File: src/rtl/img_xform_pkg.sv
// img_xform_pkg: shared encodings and defaults for the frame transform sequencer
//   MODE_*  : op_mode encodings for mode_req and the adapter op_mode
//   state_t : sequencer states
//   ERR_*   : err_code values reported to the system controller
package img_xform_pkg;
    localparam int IMG_W_DEF = 1024;
    localparam int IMG_H_DEF = 1024;
    localparam int N_PIX_DEF = IMG_W_DEF * IMG_H_DEF;
    localparam logic [2:0] MODE_STORE   = 3'b000;
    localparam logic [2:0] MODE_ROT_CCW = 3'b001;
    localparam logic [2:0] MODE_LINEAR  = 3'b110;
    localparam logic [2:0] MODE_ILLEGAL = 3'b111;
    localparam logic [1:0] ERR_NONE     = 2'b00;
    localparam logic [1:0] ERR_UNDERRUN = 2'b01;
    localparam logic [1:0] ERR_MODE     = 2'b10;
    localparam logic [1:0] ERR_DONE     = 2'b11;
    typedef enum logic [2:0] {S_IDLE, S_LOAD, S_GAP, S_READ, S_DRAIN, S_FIN} state_t;
endpackage

File: src/rtl/pix_xy_counter.sv
// pix_xy_counter: raster pixel counter split into column and row
//   en_i advances, clr_i zeroes (clear wins); idx_o/col_o/row_o give the position;
//   last_col_o flags column IMG_W-1, last_pix_o flags index IMG_W*IMG_H-1.
//   All counts wrap to zero after their last value.
module pix_xy_counter
    import img_xform_pkg::*;
#(
    parameter int IMG_W = IMG_W_DEF,
    parameter int IMG_H = IMG_H_DEF
) (
    input  logic        clk,
    input  logic        rst,
    input  logic        en_i,
    input  logic        clr_i,
    output logic [19:0] idx_o,
    output logic [9:0]  col_o,
    output logic [9:0]  row_o,
    output logic        last_pix_o,
    output logic        last_col_o
);
    localparam logic [19:0] LAST_IDX = 20'(IMG_W * IMG_H - 1);
    localparam logic [9:0]  LAST_COL = 10'(IMG_W - 1);
    localparam logic [9:0]  LAST_ROW = 10'(IMG_H - 1);

    logic [19:0] idx_q, idx_d;
    logic [9:0]  col_q, col_d, row_q, row_d;

    assign last_pix_o = idx_q == LAST_IDX;
    assign last_col_o = col_q == LAST_COL;
    assign idx_o      = idx_q;
    assign col_o      = col_q;
    assign row_o      = row_q;

    always_comb begin
        idx_d = clr_i ? '0 : en_i ? (last_pix_o ? '0 : idx_q + 20'd1) : idx_q;
        col_d = clr_i ? '0 : en_i ? (last_col_o ? '0 : col_q + 10'd1) : col_q;
        row_d = clr_i ? '0 : (en_i && last_col_o) ? (row_q == LAST_ROW ? '0 : row_q + 10'd1) : row_q;
    end

    always_ff @(posedge clk or posedge rst) begin
        if (rst) begin
            idx_q <= '0;
            col_q <= '0;
            row_q <= '0;
        end else begin
            idx_q <= idx_d;
            col_q <= col_d;
            row_q <= row_d;
        end
    end
endmodule

File: src/rtl/frame_xform_ctrl.sv
// frame_xform_ctrl: sequences one store pass and one transform pass of the adapter
//   start/mode_req      : pass request, sampled only in IDLE
//   busy/done/err/err_code : status to the system controller
//   pix_in_*            : continuous upstream stream written during LOAD
//   pix_out_*           : reframed SRAM read data with SOF/EOL markers
//   adp_*               : adapter reset, op_mode, data_in and its data_out/output_done
module frame_xform_ctrl
    import img_xform_pkg::*;
#(
    parameter int IMG_W  = IMG_W_DEF,
    parameter int IMG_H  = IMG_H_DEF,
    parameter int RD_LAT = 1
) (
    input  logic        clk,
    input  logic        rst,
    input  logic        start,
    input  logic [2:0]  mode_req,
    output logic        busy,
    output logic        done,
    output logic        err,
    output logic [1:0]  err_code,
    input  logic        pix_in_valid,
    input  logic [23:0] pix_in,
    output logic        pix_in_ready,
    output logic        pix_out_valid,
    output logic [23:0] pix_out,
    output logic        pix_out_sof,
    output logic        pix_out_eol,
    output logic        adp_rst,
    output logic [2:0]  adp_op_mode,
    output logic [23:0] adp_data_in,
    input  logic [23:0] adp_data_out,
    input  logic        adp_output_done
);
    localparam int DW = $clog2(RD_LAT + 1);

    state_t      state_q, state_d;
    logic [2:0]  mode_q, mode_d, op_mode_q;
    logic [1:0]  err_code_q, code_d;
    logic        err_q, err_d, mis_q, mis_d, chk_bad, post_rd_q, adp_rst_q;
    logic [DW-1:0]     drain_q, drain_d;
    logic [RD_LAT-1:0] vld_q, sof_q, eol_q;
    logic [19:0] in_idx, out_idx;
    logic [9:0]  in_col, in_row, out_col, out_row;
    logic        in_last, in_last_col, out_last, out_last_col, rd_now;
    logic        unused_ok;

    pix_xy_counter #(.IMG_W(IMG_W), .IMG_H(IMG_H)) u_in_cnt (
        .clk(clk), .rst(rst), .en_i(state_q == S_LOAD), .clr_i(state_q == S_IDLE),
        .idx_o(in_idx), .col_o(in_col), .row_o(in_row),
        .last_pix_o(in_last), .last_col_o(in_last_col)
    );

    pix_xy_counter #(.IMG_W(IMG_W), .IMG_H(IMG_H)) u_out_cnt (
        .clk(clk), .rst(rst), .en_i(state_q == S_READ), .clr_i(state_q == S_IDLE),
        .idx_o(out_idx), .col_o(out_col), .row_o(out_row),
        .last_pix_o(out_last), .last_col_o(out_last_col)
    );

    assign unused_ok = ^{in_idx, in_col, in_row, in_last_col, out_col, out_row};
    assign rd_now    = state_q == S_READ;

    // Adapter done must be low through GAP/READ and high exactly on the cycle after the last read.
    assign chk_bad = ((state_q == S_GAP || rd_now) && adp_output_done) || (post_rd_q && !adp_output_done);

    always_comb begin
        state_d = state_q;
        mode_d  = mode_q;
        err_d   = 1'b0;
        code_d  = err_code_q;
        mis_d   = mis_q | chk_bad;
        drain_d = '0;
        unique case (state_q)
            S_IDLE: if (start) begin
                mode_d = mode_req;
                code_d = ERR_NONE;
                mis_d  = 1'b0;
                if (mode_req == MODE_ILLEGAL) begin
                    err_d  = 1'b1;
                    code_d = ERR_MODE;
                end else begin
                    state_d = mode_req == MODE_LINEAR ? S_GAP : S_LOAD;
                end
            end
            S_LOAD: if (!pix_in_valid) begin
                state_d = S_IDLE;
                err_d   = 1'b1;
                code_d  = ERR_UNDERRUN;
            end else if (in_last) begin
                state_d = mode_q == MODE_STORE ? S_FIN : S_GAP;
            end
            S_GAP:  state_d = S_READ;
            S_READ: state_d = out_last ? S_DRAIN : S_READ;
            S_DRAIN: begin
                drain_d = drain_q + 1'b1;
                if (drain_q == DW'(RD_LAT - 1)) begin
                    state_d = S_FIN;
                    drain_d = '0;
                    err_d   = mis_d;
                    code_d  = mis_d ? ERR_DONE : err_code_q;
                end
            end
            S_FIN:   state_d = S_IDLE;
            default: state_d = S_IDLE;
        endcase
    end

    always_ff @(posedge clk or posedge rst) begin
        if (rst) begin
            state_q    <= S_IDLE;
            mode_q     <= MODE_STORE;
            err_q      <= 1'b0;
            err_code_q <= ERR_NONE;
            mis_q      <= 1'b0;
            post_rd_q  <= 1'b0;
            drain_q    <= '0;
            adp_rst_q  <= 1'b1;
            op_mode_q  <= MODE_STORE;
            vld_q      <= '0;
            sof_q      <= '0;
            eol_q      <= '0;
        end else begin
            state_q    <= state_d;
            mode_q     <= mode_d;
            err_q      <= err_d;
            err_code_q <= code_d;
            mis_q      <= mis_d;
            post_rd_q  <= rd_now && out_last;
            drain_q    <= drain_d;
            // Adapter is held in reset whenever it is not loading or reading, which also zeroes its x/y in GAP.
            adp_rst_q  <= state_d == S_IDLE || state_d == S_GAP || state_d == S_FIN;
            op_mode_q  <= (state_d == S_GAP || state_d == S_READ || state_d == S_DRAIN) ? mode_d : MODE_STORE;
            vld_q      <= (vld_q << 1) | RD_LAT'(rd_now);
            sof_q      <= (sof_q << 1) | RD_LAT'(rd_now && out_idx == '0);
            eol_q      <= (eol_q << 1) | RD_LAT'(rd_now && out_last_col);
        end
    end

    assign busy          = state_q != S_IDLE;
    assign done          = state_q == S_FIN;
    assign err           = err_q;
    assign err_code      = err_code_q;
    assign pix_in_ready  = state_q == S_LOAD;
    assign pix_out_valid = vld_q[RD_LAT-1];
    assign pix_out_sof   = sof_q[RD_LAT-1];
    assign pix_out_eol   = eol_q[RD_LAT-1];
    assign pix_out       = pix_out_valid ? adp_data_out : '0;
    assign adp_rst       = rst | adp_rst_q;
    assign adp_op_mode   = op_mode_q;
    assign adp_data_in   = pix_in;
endmodule
File: config.mk
export PLATFORM = sky130hd
export DESIGN_NAME = frame_xform_ctrl
export DESIGN_NICKNAME = d
export VERILOG_FILES = /design/src/rtl/img_xform_pkg.sv /design/src/rtl/pix_xy_counter.sv /design/src/rtl/frame_xform_ctrl.sv
export SDC_FILE = /design/constraint.sdc
export NUM_CORES = 1
export LEC_CHECK = 0
export BUFFER_PORTS_ARGS = -buffer_cell sky130_fd_sc_hd__buf_2
export CAP_MARGIN = 20
export CORE_MARGIN = 2
export CORE_UTILIZATION = 40
export DETAILED_ROUTE_END_ITERATION = 10
export PLACE_DENSITY = 0.64
export SETUP_SLACK_MARGIN = 0.3
export SKIP_LAST_GASP = 1
export SYNTH_ARGS = -nofsm -noshare
export SYNTH_HDL_FRONTEND = slang
export SYNTH_SLANG_ARGS = --single-unit
File: constraint.sdc
create_clock -name clk -period 6.4 [get_ports clk]
set_input_delay 1.28 -clock clk [delete_from_list [all_inputs] [get_ports clk]]
set_output_delay 1.28 -clock clk [all_outputs]
set_load 0.01 [all_outputs]
==> results.ini, run 1 <==
[power_and_ir_drop]
p_leak_nw = 2.04
power-per-cell-area_nw_per_um2 = 310
total_power_mw = 1.36
peakVddDrop_mv = 0.130

[floorplanning]
fp.dieW_um = 103
die_h_um = 103
start_util_pct = 40.8
num_rows = 36
coreArea_um2 = 9640
dieArea_um2 = 10600
io_pins = 117

[setup_path]
worstPathRequired_ps = 5120
worstSetupPathType = flip-flop to output pin
worstSetupStartpoint = state_q[2]
r2r-start = state_q[1]
crit_arrival_ps = 1900
startpoint_type = flip-flop
path_max_fanout = 10
reg2reg_depth = 7
reg2reg_slack_ps = 3990
crit_path_end_kind = output pin

[clock_network]
cts_made_buffers = 9
cts_root_buffer = clkbuf_8
clk_pin_slew_worst_paths_ps = 80
clock_path_buffers = 2
hold_buffers = 0
clk_latency_ps = 350
clock_sinks = 68
tritoncts = done
cts_resized = 0
htree_num_levels = 3
postCtsSetupRepairBufs = 0

[timing]
slew_headroom_pct = 39.4
layout_setup_ws_ps = 3220
layout_min_cycle_time_ps = 3180
skew_ps = 12.4
worstMarginPinSlew_ps = 909
rsz0062_at_grt = false
min_period_over_period_pct = 49.7
fmax_ghz = 0.314
tns_ps = 0
hold_viol = 0
finalSetupViolations = 0
drv_slew = 0

[synth]
synth_area_um2 = 3930
yosys.area.top_type = dfrtp_1
yosysMostFrequentCell = dfrtp_1
synth_area_leaders = dfrtp_1 43%, o21ai_0 6.1%, buf_4 4.8%, nand2_1 4.2%, and2_1 4.0%
synth_cell_types = 48
synthArstFlopShare_pct = 100
yosysTopAreaCellShare_pct = 42.7
ys.flop_type = dfrtp_1
ys_ff_latch = 68
yosys_warnings = 0
synth_common_cells = 67 x dfrtp_1, 48 x o21ai_0, 44 x nand2_1, 30 x nor2_1, 26 x nand3_1
syn_inst = 444
synth_fp_nets = 504
synth_edf_count = 0
avgSynthCellArea_um2 = 8.85
yosysSeqAreaShare_pct = 43.3

[final_layout]
syn2layout_area_growth_pct = 11.6
post-route-util_pct = 45.5
nets = 545
final_cells = 623
fillers = 979
diodes = 0
drive_above_1_share_pct = 20.8

[outcome]
status = complete, no violations

[hold_path]
min_path_type = flip-flop to flip-flop
holdPathStages = 1
min-delay-start = u_out_cnt.col_o[9]

[drt]
routed-wl-met3_um = 310
drt-initial-drc-count = 130
wl_met1_mm = 4.39
vias_per_cell = 5.30
vias = 3304
routed_wl_mm = 9.14
top_layer_used = met4
drt_drc_violations_left = 0
wl_met2_mm = 4.38
wl_per_cell_um = 14.7
ant_nets = 0
first_pass_iters = 4

[global_route]
grt_max_degree = 69
grt_pass1_vias = 3216
grt_pass1_wl_mm = 15.7
grtUsageTotal_pct = 18.7
antenna_found_initial = 0
gr-total-overflow = 0

[place]
placedCellCount = 607
io_buffers = 68
dp_hpwl_mm = 6.30
post-place-ws_ps = 3340
gp_congestion = 0.789

[flow_run]
cap_violations = 0

critical path, stage by stage (launching register included):
cell and delay [ps]:
dfrtp_1 480, nor2_1 330, nand2_1 270, inv_1 300
buf_2 190
placed cells by master (no fill, tap or decap), types with 14 or more instances in the layout:
master | synthesis | routed
nand2_1 | 44 | 44
inv_1 | 19 | 18
buf_2 | 3 | 68
a21oi_1 | 18 | 18
dfrtp_1 | 67 | 67
nand3_1 | 26 | 26
and2_1 | 25 | 25
nor2_1 | 30 | 30
o21ai_0 | 48 | 48
nand4_1 | 14 | 14
metal layers:
layer  GRT usage, %  vias to the layer above
met4           5.87                        0
met5              0                        -
met3           4.88                       10
li1               -                     1646
met2           29.7                       44
met1           25.2                     1604
power by group:
group | switching, mW | leakage [nW] | internal [mW]
clock network | 0.164 | 0.0906 | 0.180
logic | 0.295 | 1.03 | 0.167
registers | 0.0611 | 0.925 | 0.490
stage by stage:
step                      instance area (um2)  hold slack [ps]
after global routing                     4390              536
after CTS                                4390              503
after floorplan                          3930              444
after global placement                   4200              472
after detailed placement                 4200              487
final                                    4390              494
path summary, 6_finish.rpt:
check                                      to
setup / recovery                 pix_in_ready
setup reg to reg           u_out_cnt.col_o[9]
min in group asynchronous  u_out_cnt.idx_o[8]
hold reg to reg            u_out_cnt.col_o[9]
hold / removal             u_out_cnt.col_o[9]
max in group asynchronous           mode_q[0]
state kept, by name, indices dropped and copies added, names as in the netlist, 2 cells and up:
name             count
u_out_cnt.col_o     10
u_in_cnt.idx_o      20
state_q              3
u_out_cnt.idx_o     20
mode_q               3
err_code             2
adp_op_mode          3
cell families after synthesis:
kind of cell / share of synthesized area [%]
AND/OR/NAND/NOR: 25.9
multiplexers: 3.66
AO/OA/AOI/OAI: 16.2
buffers and inverters: 8.03
flip-flops: 43.3
XOR/XNOR: 1.56
adder cells (fa/ha/maj): 1.27
area by class of cell:
cell class	instances	area, um2	area share, %
clock inverter	4	51.3	1.17
tap	133	166	3.79
multi-input combinational	318	1910	43.6
inverter	19	71.3	1.63
clock buffer	12	135	3.08
timing repair buffer	69	348	7.93
sequential	68	1700	38.8
Note: power is estimated with default switching activity, not from simulation.
==> inputs of run 2 (changes only) <==
--- a/config.mk
+++ b/config.mk
@@ -10,7 +10,7 @@
 export CORE_MARGIN = 2
 export CORE_UTILIZATION = 40
 export DETAILED_ROUTE_END_ITERATION = 10
-export PLACE_DENSITY = 0.64
+export PLACE_DENSITY = 0.67
 export SETUP_SLACK_MARGIN = 0.3
 export SKIP_LAST_GASP = 1
 export SYNTH_ARGS = -nofsm -noshare
==> constraint.sdc (replaced) <==
create_clock -name clk -period 2.56 [get_ports clk]
set_input_delay 0.512 -clock clk [delete_from_list [all_inputs] [get_ports clk]]
set_output_delay 0.512 -clock clk [all_outputs]
set_load 0.01 [all_outputs]
==> run 2 against run 1 <==
Against the previous run:
- clock power rose to 2.7 times the previous value
- sequential cell count unchanged
- combinational power rose to 2.6 times the previous value
- cell area rose by 1.4%
- power rose to 2.6 times the previous value
- setup slack got worse by 2800 ps
- die area did not move
- sequential power grew to 2.5 times the previous value
- clock skew down 4.0 ps
- final cell count up 0.48%
- non-clock buffer count is 3 higher
- critical path type unchanged
- critical endpoint unchanged
- highest routed layer unchanged
==> results.ini, run 2 (synthesized netlist as in run 1, its figures left out) <==
[setup_path]
crit_chain = nor2_2 -> nand2_2 -> inv_2 -> buf_2
path_depth = 4
worst-path-buf-inv = 2
reg2reg_depth = 6
crit_arrival_ps = 1590
worstSetupPathType = flip-flop to output pin
path_max_fanout = 10
slowest_stage = dfrtp_1
worstPathRequired_ps = 2050
slowest_delay_ps = 480
crit_path_end_kind = output pin
critPathTopFamily = flip-flops
startpoint_type = flip-flop

[drt]
vias_per_cell = 5.42
first_pass_iters = 5
ant_nets = 0
routed_wl_mm = 9.11
drt_drc_violations_left = 0
drt-initial-drc-count = 169
vias = 3392
wl_per_cell_um = 14.6

[power_and_ir_drop]
peakVddDrop_mv = 0.411
power-per-cell-area_nw_per_um2 = 784
p_leak_nw = 2.07
total_power_mw = 3.48

[final_layout]
multiInputGateArea_um2 = 1920
nets = 548
fillers = 955
final_cell_mix = 68 x buf_2, 66 x dfrtp_1, 48 x o21ai_0, 42 x nand2_1, 29 x nor2_1
mostFrequentLayoutCell = buf_2
seqCellArea_um2 = 1700
diodes = 0
drive_above_1_share_pct = 22.7
syn2layout_area_growth_pct = 13.2

[timing]
min_period_over_period_pct = 82.1
rsz0062_at_grt = false
layout_min_cycle_time_ps = 2100
skew_ps = 8.37
worstMarginPinSlew_ps = 858
fmax_ghz = 0.476
finalSetupViolations = 0
timing.hold.ws_ps = 236
drv_slew = 0
slew_headroom_pct = 42.8
tns_ps = 0
hold_viol = 0

[clock_network]
clock_sinks = 68
clk_latency_ps = 350
cts_root_buffer = clkbuf_8
clk_pin_slew_worst_paths_ps = 80
tritoncts = done
hold_buffers = 0
cts_made_buffers = 9
clock_path_buffers = 2
htree_num_levels = 3

[place]
gp_congestion = 0.897
io_buffers = 68
dp_hpwl_mm = 6.47

[floorplanning]
dieArea_um2 = 10600
coreArea_um2 = 9640
fp.dieW_um = 103
num_rows = 36
die_h_um = 103
start_util_pct = 40.8
io_pins = 117

[global_route]
gr-total-overflow = 0
grtUsageTotal_pct = 18.2
grt_pass1_wl_mm = 15.2
antenna_found_initial = 0
grt_pass1_vias = 3253
grt_max_degree = 43

[hold_path]
min_path_type = input pin to async pin

[outcome]
status = complete, no violations

[flow_run]
cap_violations = 0

[run 2: changes by cell type in the layout (fill, tap and decap cells not counted), moves of 2 or more]
cell	previous run	this run
buf_4	1	3
clkbuf_1	3	1
clkbuf_8	9	11
nand2_1	44	42
nand2_2	0	2
[run 2: layout make-up]
| type | instances | share of cell area [%] |
|---|---|---|
| Sequential cell | 68 | 38.3 |
| Clock buffer | 12 | 3.49 |
| Multi-Input combinational cell | 318 | 43.1 |
| Timing Repair Buffer | 72 | 8.61 |
| Inverter | 19 | 1.60 |
| Tap cell | 133 | 3.74 |
| Clock inverter | 4 | 1.07 |
[run 2: where the power goes]
part | internal, mW | switching, mW | leakage, nW
registers | 1.23 | 0.156 | 0.923
logic | 0.436 | 0.749 | 1.05
clock network | 0.500 | 0.415 | 0.102
[run 2: repair_timing]
item                                    in CTS  in global routing
pin swaps                                    0                  1
endpoints found under the setup margin       1                 13
buffers inserted                             0                  1
resized for setup                            2                  3
[run 2: per-layer routing]
metal / global-route usage, % / vias to the layer above / part of all wire [%]
met4: 3.85 / 0 / 0.80
met1: 22.2 / 1655 / 43
met5: 0 / - / 0
li1: - / 1643 / -
met2: 32.1 / 84 / 51
met3: 5.02 / 10 / 4.6
[run 2: final timing paths]
path	startpoint	to	slack (ps)
max	state_q[2]	pix_in_ready	460
min	rst	u_in_cnt.idx_o[9]	240
max reg2reg	u_in_cnt.idx_o[0]	state_q[1]	470
min reg2reg	err_code[0]	err_code[0]	490
max in group asynchronous	rst	u_out_cnt.col_o[6]	1700
min in group clk	mode_req[0]	err	470
[run 2: worst register-to-register path, cell delays in order (launching register included)]
cell	delay [ps]
dfrtp_1	410
ha_1	240
nand4_1	190
nor4_4	490
nand2_1	190
nor3_2	350
or3_1	160
[run 2: per-stage QoR]
stage               instances  area, um2  setup WS, ps  utilization, %
floorplan                 444       3930           338               -
global placement          609       4230           496            43.8
detailed placement        609       4230           380            43.8
CTS                       625       4430           338            46.0
global route              626       4450           329            46.1
finish                    626       4450           458            46.1
